File: src/rtl/arith_pkg.sv
// Shared arithmetic package for the bit-serial subtractor.
// Holds the FSM state type and the helper that sizes the bit counter.
package arith_pkg;

  typedef enum logic [1:0] {
    IDLE = 2'd0,
    RUN  = 2'd1,
    DONE = 2'd2
  } sub_state_t;

  // Bit-index counter width for an n-bit operand (n >= 2, so $clog2 >= 1).
  function automatic int cnt_width(input int n);
    return (n < 2) ? 1 : $clog2(n);
  endfunction

endpackage

File: src/rtl/subtractor_nbit_serial_if.sv
// Handshake/data bundle for subtractor_nbit_serial.
//   start, x, y, b_in          : request and operands (master -> slave)
//   busy, done, diff, b_out, ovf : status and result (slave -> master)
interface subtractor_nbit_serial_if #(
  parameter int N = 4
);

  logic         start;
  logic [N-1:0] x;
  logic [N-1:0] y;
  logic         b_in;
  logic         busy;
  logic         done;
  logic [N-1:0] diff;
  logic         b_out;
  logic         ovf;

  modport master (
    output start, x, y, b_in,
    input  busy, done, diff, b_out, ovf
  );

  modport slave (
    input  start, x, y, b_in,
    output busy, done, diff, b_out, ovf
  );

endinterface

File: src/rtl/full_subtractor.sv
// Single-bit full subtractor cell: d = a - b - bi, bo = borrow out.
//   a, b, bi : minuend bit, subtrahend bit, borrow in
//   d, bo    : difference bit, borrow out
module full_subtractor (
  input  logic a,
  input  logic b,
  input  logic bi,
  output logic d,
  output logic bo
);

  assign d  = a ^ b ^ bi;
  // Borrow when a=0,b=1, or when a==b and a borrow is already pending.
  assign bo = (~a & b) | (~(a ^ b) & bi);

endmodule

File: src/rtl/subtractor_nbit_serial.sv
// Bit-serial N-bit subtractor: diff = x - y - b_in, one bit per clock, LSB
// first, through one full_subtractor cell and a borrow flop.
//   clk, rst_n : clock, asynchronous active-low reset
//   bus.slave  : start/x/y/b_in in; busy/done/diff/b_out/ovf out (all registered)
// Latency is N+1 edges from the accepting edge to the done cycle; a start
// seen in DONE is accepted directly, giving an N+1 cycle back-to-back period.
module subtractor_nbit_serial
  import arith_pkg::*;
#(
  parameter int N = 4
) (
  input  logic                      clk,
  input  logic                      rst_n,
  subtractor_nbit_serial_if.slave   bus
);

  localparam int            CW       = cnt_width(N);
  localparam logic [CW-1:0] LAST_CNT = CW'(N - 1);

  sub_state_t    state_q, state_d;
  logic [N-1:0]  xs_q, xs_d;
  logic [N-1:0]  ys_q, ys_d;
  // Holds the N-1 difference bits produced so far; the last bit comes
  // straight from the cell at completion.
  logic [N-2:0]  ds_q, ds_d;
  logic          borrow_q, borrow_d;
  logic [CW-1:0] cnt_q, cnt_d;
  logic          xn_q, xn_d;
  logic          yn_q, yn_d;
  logic [N-1:0]  diff_q, diff_d;
  logic          b_out_q, b_out_d;
  logic          ovf_q, ovf_d;
  logic          busy_q, busy_d;
  logic          done_q, done_d;

  logic          cell_diff;
  logic          cell_borrow;
  logic [N-1:0]  ds_ext;

  full_subtractor u_cell (
    .a  (xs_q[0]),
    .b  (ys_q[0]),
    .bi (borrow_q),
    .d  (cell_diff),
    .bo (cell_borrow)
  );

  assign ds_ext = {cell_diff, ds_q};

  // Next-state, datapath and registered-output computation.
  always_comb begin
    state_d  = state_q;
    xs_d     = xs_q;
    ys_d     = ys_q;
    ds_d     = ds_q;
    borrow_d = borrow_q;
    cnt_d    = cnt_q;
    xn_d     = xn_q;
    yn_d     = yn_q;
    diff_d   = diff_q;
    b_out_d  = b_out_q;
    ovf_d    = ovf_q;

    case (state_q)
      IDLE, DONE: begin
        if (bus.start) begin
          state_d  = RUN;
          xs_d     = bus.x;
          ys_d     = bus.y;
          borrow_d = bus.b_in;
          cnt_d    = '0;
          xn_d     = bus.x[N-1];
          yn_d     = bus.y[N-1];
        end else begin
          state_d  = IDLE;
        end
      end
      RUN: begin
        xs_d     = {1'b0, xs_q[N-1:1]};
        ys_d     = {1'b0, ys_q[N-1:1]};
        ds_d     = ds_ext[N-1:1];
        borrow_d = cell_borrow;
        cnt_d    = cnt_q + CW'(1);
        if (cnt_q == LAST_CNT) begin
          state_d = DONE;
          diff_d  = ds_ext;
          b_out_d = cell_borrow;
          // Overflow only possible when signs differ and the result sign
          // departs from the minuend sign.
          ovf_d   = (xn_q ^ yn_q) & (xn_q ^ cell_diff);
        end else begin
          state_d = RUN;
        end
      end
      default: begin
        state_d = IDLE;
      end
    endcase

    busy_d = (state_d != IDLE);
    done_d = (state_d == DONE);
  end

  // State and output registers with asynchronous clear.
  always_ff @(posedge clk or negedge rst_n) begin
    if (!rst_n) begin
      state_q  <= IDLE;
      xs_q     <= '0;
      ys_q     <= '0;
      ds_q     <= '0;
      borrow_q <= 1'b0;
      cnt_q    <= '0;
      xn_q     <= 1'b0;
      yn_q     <= 1'b0;
      diff_q   <= '0;
      b_out_q  <= 1'b0;
      ovf_q    <= 1'b0;
      busy_q   <= 1'b0;
      done_q   <= 1'b0;
    end else begin
      state_q  <= state_d;
      xs_q     <= xs_d;
      ys_q     <= ys_d;
      ds_q     <= ds_d;
      borrow_q <= borrow_d;
      cnt_q    <= cnt_d;
      xn_q     <= xn_d;
      yn_q     <= yn_d;
      diff_q   <= diff_d;
      b_out_q  <= b_out_d;
      ovf_q    <= ovf_d;
      busy_q   <= busy_d;
      done_q   <= done_d;
    end
  end

  assign bus.busy  = busy_q;
  assign bus.done  = done_q;
  assign bus.diff  = diff_q;
  assign bus.b_out = b_out_q;
  assign bus.ovf   = ovf_q;

endmodule

File: src/flat_wrapper.sv
// flat-port wrapper written by rule: the top's interface ports become plain ports
module subtractor_nbit_serial_flat import arith_pkg::*;
#(
  parameter int N = 4
)
  (clk, rst_n, bus_start, bus_x, bus_y, bus_b_in, bus_busy, bus_done, bus_diff, bus_b_out, bus_ovf);
  subtractor_nbit_serial_if #(.N(N)) bus_i ();
  input  logic clk;
  input  logic rst_n;
  input wire logic [$bits(bus_i.start)-1:0] bus_start;
  input wire logic [$bits(bus_i.x)-1:0] bus_x;
  input wire logic [$bits(bus_i.y)-1:0] bus_y;
  input wire logic [$bits(bus_i.b_in)-1:0] bus_b_in;
  output wire logic [$bits(bus_i.busy)-1:0] bus_busy;
  output wire logic [$bits(bus_i.done)-1:0] bus_done;
  output wire logic [$bits(bus_i.diff)-1:0] bus_diff;
  output wire logic [$bits(bus_i.b_out)-1:0] bus_b_out;
  output wire logic [$bits(bus_i.ovf)-1:0] bus_ovf;
  assign bus_i.start = bus_start;
  assign bus_i.x = bus_x;
  assign bus_i.y = bus_y;
  assign bus_i.b_in = bus_b_in;
  assign bus_busy = bus_i.busy;
  assign bus_done = bus_i.done;
  assign bus_diff = bus_i.diff;
  assign bus_b_out = bus_i.b_out;
  assign bus_ovf = bus_i.ovf;
  subtractor_nbit_serial #(.N(N)) u_core (.clk(clk), .rst_n(rst_n), .bus(bus_i));
endmodule
File: config.mk
export PLATFORM = sky130hd
export DESIGN_NAME = subtractor_nbit_serial_flat
export DESIGN_NICKNAME = d
export VERILOG_FILES = /design/src/rtl/arith_pkg.sv /design/src/rtl/subtractor_nbit_serial_if.sv /design/src/rtl/full_subtractor.sv /design/src/rtl/subtractor_nbit_serial.sv /design/src/flat_wrapper.sv
export SDC_FILE = /design/constraint.sdc
export NUM_CORES = 1
export LEC_CHECK = 0
export ABC_AREA = 1
export CORE_AREA = 4 4 52 54
export CTS_CLUSTER_SIZE = 16
export DETAILED_ROUTE_END_ITERATION = 16
export DIE_AREA = 0 0 56 58
export GPL_TIMING_DRIVEN = 0
export PLACE_DENSITY_LB_ADDON = 0.25
export SLEW_MARGIN = 25
export SYNTH_ARGS = -nofsm -noshare
export SYNTH_HDL_FRONTEND = slang
export SYNTH_SLANG_ARGS = --single-unit
File: constraint.sdc
create_clock -name clk -period 2.33 [get_ports clk]
set_input_delay 0.466 -clock clk [delete_from_list [all_inputs] [get_ports clk]]
set_output_delay 0.466 -clock clk [all_outputs]
set_load 0.02 [all_outputs]
==> results.md, run 1 <==
* Worst-case reg-to-reg path depth at 6
* Tightest Pin Transition at 0.576 ns
* Area Overhead vs Synth at 21.9%
* Largest net degree at the start of global routing at 27
* Max-slew violation total from the final report at 0
* Util after Layout at 64.6%
* RSZ-0062 raised after global routing: false
* Post-cts resize count at 0
* Top delay family on crit path: buffers and inverters
* Synthesis Warnings at 0
* Total area of sequential cells at 651 um^2
* Netlist cell types at 18
* CP endpoint kind: output pin
* Die Height at 58 um
* Core area at 2210 um^2
* Startpoint type of the worst setup path: register
* Initial core utilization at 53.1%
* GPL Wtd Cong at 0.822
* Final #Nets at 172
* Global router's overall resource usage at 14.9%
* Total negative slack at 0 ns
* Skew-Pair Late Insertion Delay at 0.32 ns
* Sequential share of the synthesized area at 55.4%
* Crit path cell chain: clkdlybuf4s50_1
* CTS tree: done
* Drt total wl at 2190 um
* Cells after synthesis at 134
* PD cells at 1420 nW/um^2
* Post-CTS setup buffer count at 0
* Largest area contributor in the netlist: dfrtp_1
* Tcrit/Tclk final at 76.4%
* Clock root cell: clkbuf_4
* Maximum clock rate at 562 MHz
* Most common cell after layout, fill and taps aside: nand2_1
* Max IR drop VDD at 753 uV
* Clock skew at 0.00245 ns
* Ant diodes at 0
* Final setup violation count at 0
* Vias after detailed routing at 896
* Total grt overflow at 0
* Commonest non-fill, non-tap cells in the layout: nand2_1 (41), dfrtp_1 (26), inv_1 (23)
* Post-Place Setup Slack at 0.812 ns
* Die Wd at 56 um
* CP Max Fanout at 2
* Layout cells sized above 1 at 12.1%
* Max-cap violations at 0
* WP buf/inv at 1
* Req. time, crit path at 1.86 ns
* Hold Vio Cnt, Final at 0
* Pleak at 0.751 nW
* Outcome: finished clean
* # rows at 17
* Worst min path class: primary input to async pin
* Share of Yosys cell area claimed by the top area cell type at 55.4%
* Syn Std Cell Area at 1170 um^2
* Worst-case clock buffer depth at 2
* CP peak stage delay at 0.61 ns
* Mean post-synth cell area at 8.76 um^2
* DRC viols at 0
* Port bufs at 19
* Initial DRC Count at 9
* Largest cells by area after synthesis: dfrtp_1 (55%), nand2_1 (13%), inv_1 (7.4%), nand3_1 (6.4%), o21ai_0 (2.6%)
* First-pass GRT wire length at 3890 um
* Via density at 4.84
* Setup slack after layout at 0.551 ns
* Critical path data arrival time at 1.31 ns
* Final min period at 1.78 ns
* Filler cells at 203
* Vias in the first global route at 888
* CP max-delay cell: clkdlybuf4s50_1
* Relative max-transition margin at 61.6%
* Clock-pin slew on the worst setup and hold paths at 0.14 ns
* Drt first pass iters at 4
* I/O Pins at 20
* CP Depth at 1
* CTS buffer count at 3
* Post-synth net total at 148
* Routed WL per cell at 11.9 um
* FF+latch count, synth at 26
* Cts hold-fix bufs at 0
* Num Clock Sinks at 26
* Antenna violations before repair at 0
* Total design power at 2.03 mW
* Die area at 3250 um^2
* Multi-input gate area at 390 um^2
* HPWL after DPL at 1640 um
* Antenna-violating nets left at 0
* Critical path type: register to output pin
* H-tree depth at 1
==> final timing paths <==
| check | endpoint | slack [ns] | from |
|---|---|---|---|
| min reg2reg | u_core.bus.ovf | 0.50 | u_core.bus.ovf |
| max | bus_b_out | 0.55 | u_core.bus.b_out |
| min in group clk | u_core.bus.ovf | 0.50 | u_core.bus.ovf |
| min | u_core.bus.diff[2] | 0.11 | rst_n |
| max in group asynchronous | u_core.xs_q[0] | 1.84 | rst_n |
| max reg2reg | u_core.bus.ovf | 0.95 | u_core.xs_q[0] |
==> layer usage <==
layer | part of all wire (%) | vias to the layer above | global-route usage [%]
met4 | 2.0 | 0 | 5.76
met5 | 0 | - | 0
met1 | 45 | 420 | 19.5
met2 | 48 | 19 | 24.9
met3 | 5.2 | 7 | 2.23
li1 | - | 450 | -
==> state kept, by name (all words and copies together) (netlist names) <==
register,count
u_core.bus.busy,1
u_core.yn_q,1
u_core.xn_q,1
u_core.bus.ovf,1
u_core.bus.diff,4
u_core.xs_q,4
u_core.bus.b_out,1
u_core.ds_q,3
u_core.state_q,2
u_core.bus.done,1
u_core.borrow_q,1
u_core.cnt_q,2
u_core.ys_q,4
==> stage by stage <==
step,instances,cell area [um^2],hold slack (ns)
after floorplan,134,1170,0.170
after global placement,181,1400,0.459
after detailed placement,181,1390,0.465
after CTS,185,1430,0.135
after global routing,185,1430,0.151
final,185,1430,0.114
==> report_power, final <==
group	total [mW]	switching [mW]	leakage, nW	internal (mW)
Clock	0.233	0.138	0.0210	0.0957
Sequential	0.773	0.111	0.323	0.662
Combinational	1.03	0.609	0.407	0.417
Total	2.03	0.858	0.751	1.17
==> cells in the mapped netlist, drive strengths merged <==
master / number
ha: 1
nand3: 15
dfrtp: 26
nor2: 4
o21ai: 12
nand2: 45
fa: 1
a21oi: 1
inv: 26
buf: 3
==> cells by family after synthesis <==
kind of cell	Yosys count	synth area share [%]
compound gates	13	6.50
fa+ha+maj	2	2.77
buf+inv	29	11.3
flops	26	55.4
simple gates	64	24.0
==> cell type report <==
| type | instances | area share, % |
|---|---|---|
| clock buffers | 4 | 2.54 |
| flip-flops and latches | 26 | 45.5 |
| well taps | 28 | 2.45 |
| multi-input cells | 79 | 27.3 |
| inverters | 26 | 7.17 |
| repair buffers | 19 | 12.9 |
| plain buffers | 3 | 2.10 |
(Power assumes the default switching activity.)
==> run 2, diff against run 1 <==
--- a/config.mk
+++ b/config.mk
@@ -6,10 +6,10 @@
 export NUM_CORES = 1
 export LEC_CHECK = 0
 export ABC_AREA = 1
-export CORE_AREA = 4 4 52 54
+export CORE_AREA = 4 4 56 58
 export CTS_CLUSTER_SIZE = 16
 export DETAILED_ROUTE_END_ITERATION = 16
-export DIE_AREA = 0 0 56 58
+export DIE_AREA = 0 0 60 62
 export GPL_TIMING_DRIVEN = 0
 export PLACE_DENSITY_LB_ADDON = 0.25
 export SLEW_MARGIN = 25
==> constraint.sdc (replaced) <==
create_clock -name clk -period 1.5 [get_ports clk]
set_input_delay 0.3 -clock clk [delete_from_list [all_inputs] [get_ports clk]]
set_output_delay 0.3 -clock clk [all_outputs]
set_load 0.02 [all_outputs]
==> run 2 against run 1 <==
Effect of this change: design area down 0.70%; die area up 15%; power up 49%; clock power up 23%; worst hold slack better by 0.37 ns; worst setup slack worse by 0.44 ns; routed wire length down 0.14%; cell count up 1.6%; via count down 0.56%; flip-flop and latch count unchanged.
==> results.md, run 2 (synthesized netlist as in run 1, its figures left out) <==
* Outcome: finished clean (unchanged)
* Met3 Wirelength at 104 um (was 115 um)
* Antenna-violating nets left at 0 (unchanged)
* I/O Pins at 20 (unchanged)
* H-tree depth at 1 (unchanged)
* Max IR drop VDD at 1180 uV (was 753 uV)
* # rows at 19 (was 17)
* Multi-input gate area at 390 um^2 (unchanged)
* Via density at 4.74 (was 4.84)
* Commonest non-fill, non-tap cells in the layout: nand2_1 (41), dfrtp_1 (26), inv_1 (23) (unchanged)
* Vias in the first global route at 871 (was 888)
* Worst-case clock buffer depth at 2 (unchanged)
* Most common cell after layout, fill and taps aside: nand2_1 (unchanged)
* Area Overhead vs Synth at 21.0% (was 21.9%)
* HPWL after DPL at 1660 um (was 1640 um)
* Top Layer Used: met4 (unchanged)
* DRC viols at 0 (unchanged)
* M1 WL at 1010 um (was 986 um)
* Routed WL per cell at 11.6 um (was 11.9 um)
* Vias after detailed routing at 891 (was 896)
* Clock-pin slew on the worst setup and hold paths at 0.13 ns (was 0.14 ns)
* Maximum clock rate at 722 MHz
* Max-cap violations at 0 (unchanged)
* Antenna violations before repair at 0 (unchanged)
* Drt first pass iters at 4 (unchanged)
* PD cells at 2120 nW/um^2 (was 1420 nW/um^2)
* Post-Place Setup Slack at 0.112 ns (was 0.812 ns)
* RSZ-0062 raised after global routing: false (unchanged)
* Clock skew at 0.00203 ns (was 0.00245 ns)
* Max-slew violation total from the final report at 0 (unchanged)
* Post-CTS setup buffer count at 0 (unchanged)
* Critical path data arrival time at 1.61 ns (was 1.31 ns)
* Critical path type: register to register (was register to output pin)
* Ant diodes at 0 (unchanged)
* Setup slack after layout at 0.114 ns (was 0.551 ns)
* First-pass GRT wire length at 3730 um (was 3890 um)
* Die Wd at 60 um (was 56 um)
* Num Clock Sinks at 26 (unchanged)
* Layout cells sized above 1 at 11.5% (was 12.1%)
* Req. time, crit path at 1.72 ns (was 1.86 ns)
* Die area at 3720 um^2 (was 3250 um^2)
* Total area of sequential cells at 651 um^2 (unchanged)
* Worst min path class: register to register (was primary input to async pin)
* Largest net degree at the start of global routing at 27 (unchanged)
* Tightest Pin Transition at 0.575 ns (was 0.576 ns)
* GPL Wtd Cong at 0.788 (was 0.822)
* Clock root cell: clkbuf_4 (unchanged)
* Drt total wl at 2190 um (about the same)
* Skew-Pair Late Insertion Delay at 0.31 ns (was 0.32 ns)
* Pleak at 0.770 nW (was 0.751 nW)
* Initial DRC Count at 27 (was 9)
* Final #Nets at 173 (was 172)
* Port bufs at 19 (unchanged)
* Met2 WL post-DR at 1050 um (about the same)
* Filler cells at 258 (was 203)
* CTS tree: done (unchanged)
* Startpoint type of the worst setup path: register (unchanged)
* Final setup violation count at 0 (unchanged)
* Total negative slack at 0 ns (unchanged)
* Tcrit/Tclk final at 92.4%
* Core area at 2660 um^2 (was 2210 um^2)
* Global router's overall resource usage at 13.5% (was 14.9%)
* Die Height at 62 um (was 58 um)
* CP Max Fanout at 3 (was 2)
* Initial core utilization at 44.1% (was 53.1%)
* Total grt overflow at 0 (unchanged)
* CP endpoint kind: register (was output pin)
* Relative max-transition margin at 61.6% (about the same)
* CTS buffer count at 3 (unchanged)
* Final min period at 1.39 ns
* Hold Vio Cnt, Final at 0 (unchanged)
==> run 2: cell count changes in the layout (fill, tap and decap cells not counted) <==
cell / before / now
dlygate4sd3_1: 0 / 1
clkdlybuf4s50_1: 18 / 10
clkbuf_8: 1 / 0
dlygate4sd2_1: 0 / 8
==> run 2: critical path, cell delays in order, from the launching register on <==
cell,delay (ns)
dfrtp_1,0.42
fa_1,0.58
inv_1,0.08
nand3_1,0.08
nand2_1,0.05
nand2_1,0.05
nand2_1,0.04
==> run 2: per-stage QoR <==
step           utilization [%]  cell area, um^2  std cells  total power [mW]  hold WS (ns)
3_5_place_dp              52.5             1400        184              2.84         0.334
2_1_floorplan                -             1170        134              2.33       0.00441
3_3_place_gp              52.7             1400        184              2.79         0.462
5_1_grt                   53.3             1420        188              3.30         0.510
4_1_cts                   53.3             1420        188              3.07         0.494
6_report                  53.3             1420        188              3.02         0.487
==> run 2: area by class of cell <==
cell class / instances / share of cell area (%)
multi-input combinational: 79 / 27.5
inverter: 26 / 7.22
timing repair buffer: 20 / 13.0
buffer: 3 / 2.11
clock buffer: 3 / 1.59
sequential: 26 / 45.8
tap: 31 / 2.73
==> run 2: routing by layer <==
metal  vias to the layer above  GRT usage (%)
met4                         0           6.01
met2                        20           23.5
met3                         4           2.48
met5                         -              0
met1                       415           16.4
li1                        452              -
==> run 2: final timing paths <==
| check | startpoint | to | slack, ns | depth (start not counted) |
|---|---|---|---|---|
| hold / removal | u_core.bus.diff[0] | u_core.bus.diff[0] | 0.49 | 2 |
| hold reg to reg | u_core.bus.diff[0] | u_core.bus.diff[0] | 0.49 | 2 |
| setup / recovery | u_core.xs_q[0] | u_core.bus.ovf | 0.11 | 6 |
| setup reg to reg | u_core.xs_q[0] | u_core.bus.ovf | 0.11 | 6 |
| min in group asynchronous | rst_n | u_core.bus.diff[1] | 0.50 | 2 |
| max in group asynchronous | rst_n | u_core.xs_q[0] | 0.63 | 2 |
==> run 2: what timing repair did <==
action | in CTS | in global routing
endpoints found under the hold margin | 26 | 0
hold buffers | 1 | 0
gates resized for setup | 8 | 0
setup endpoints to repair | 8 | 0
==> run 2: where the power goes <==
part,internal (mW),switching [mW]
Clock,0.0939,0.192
Combinational,0.589,0.945
Sequential,1.03,0.169
Total,1.71,1.31
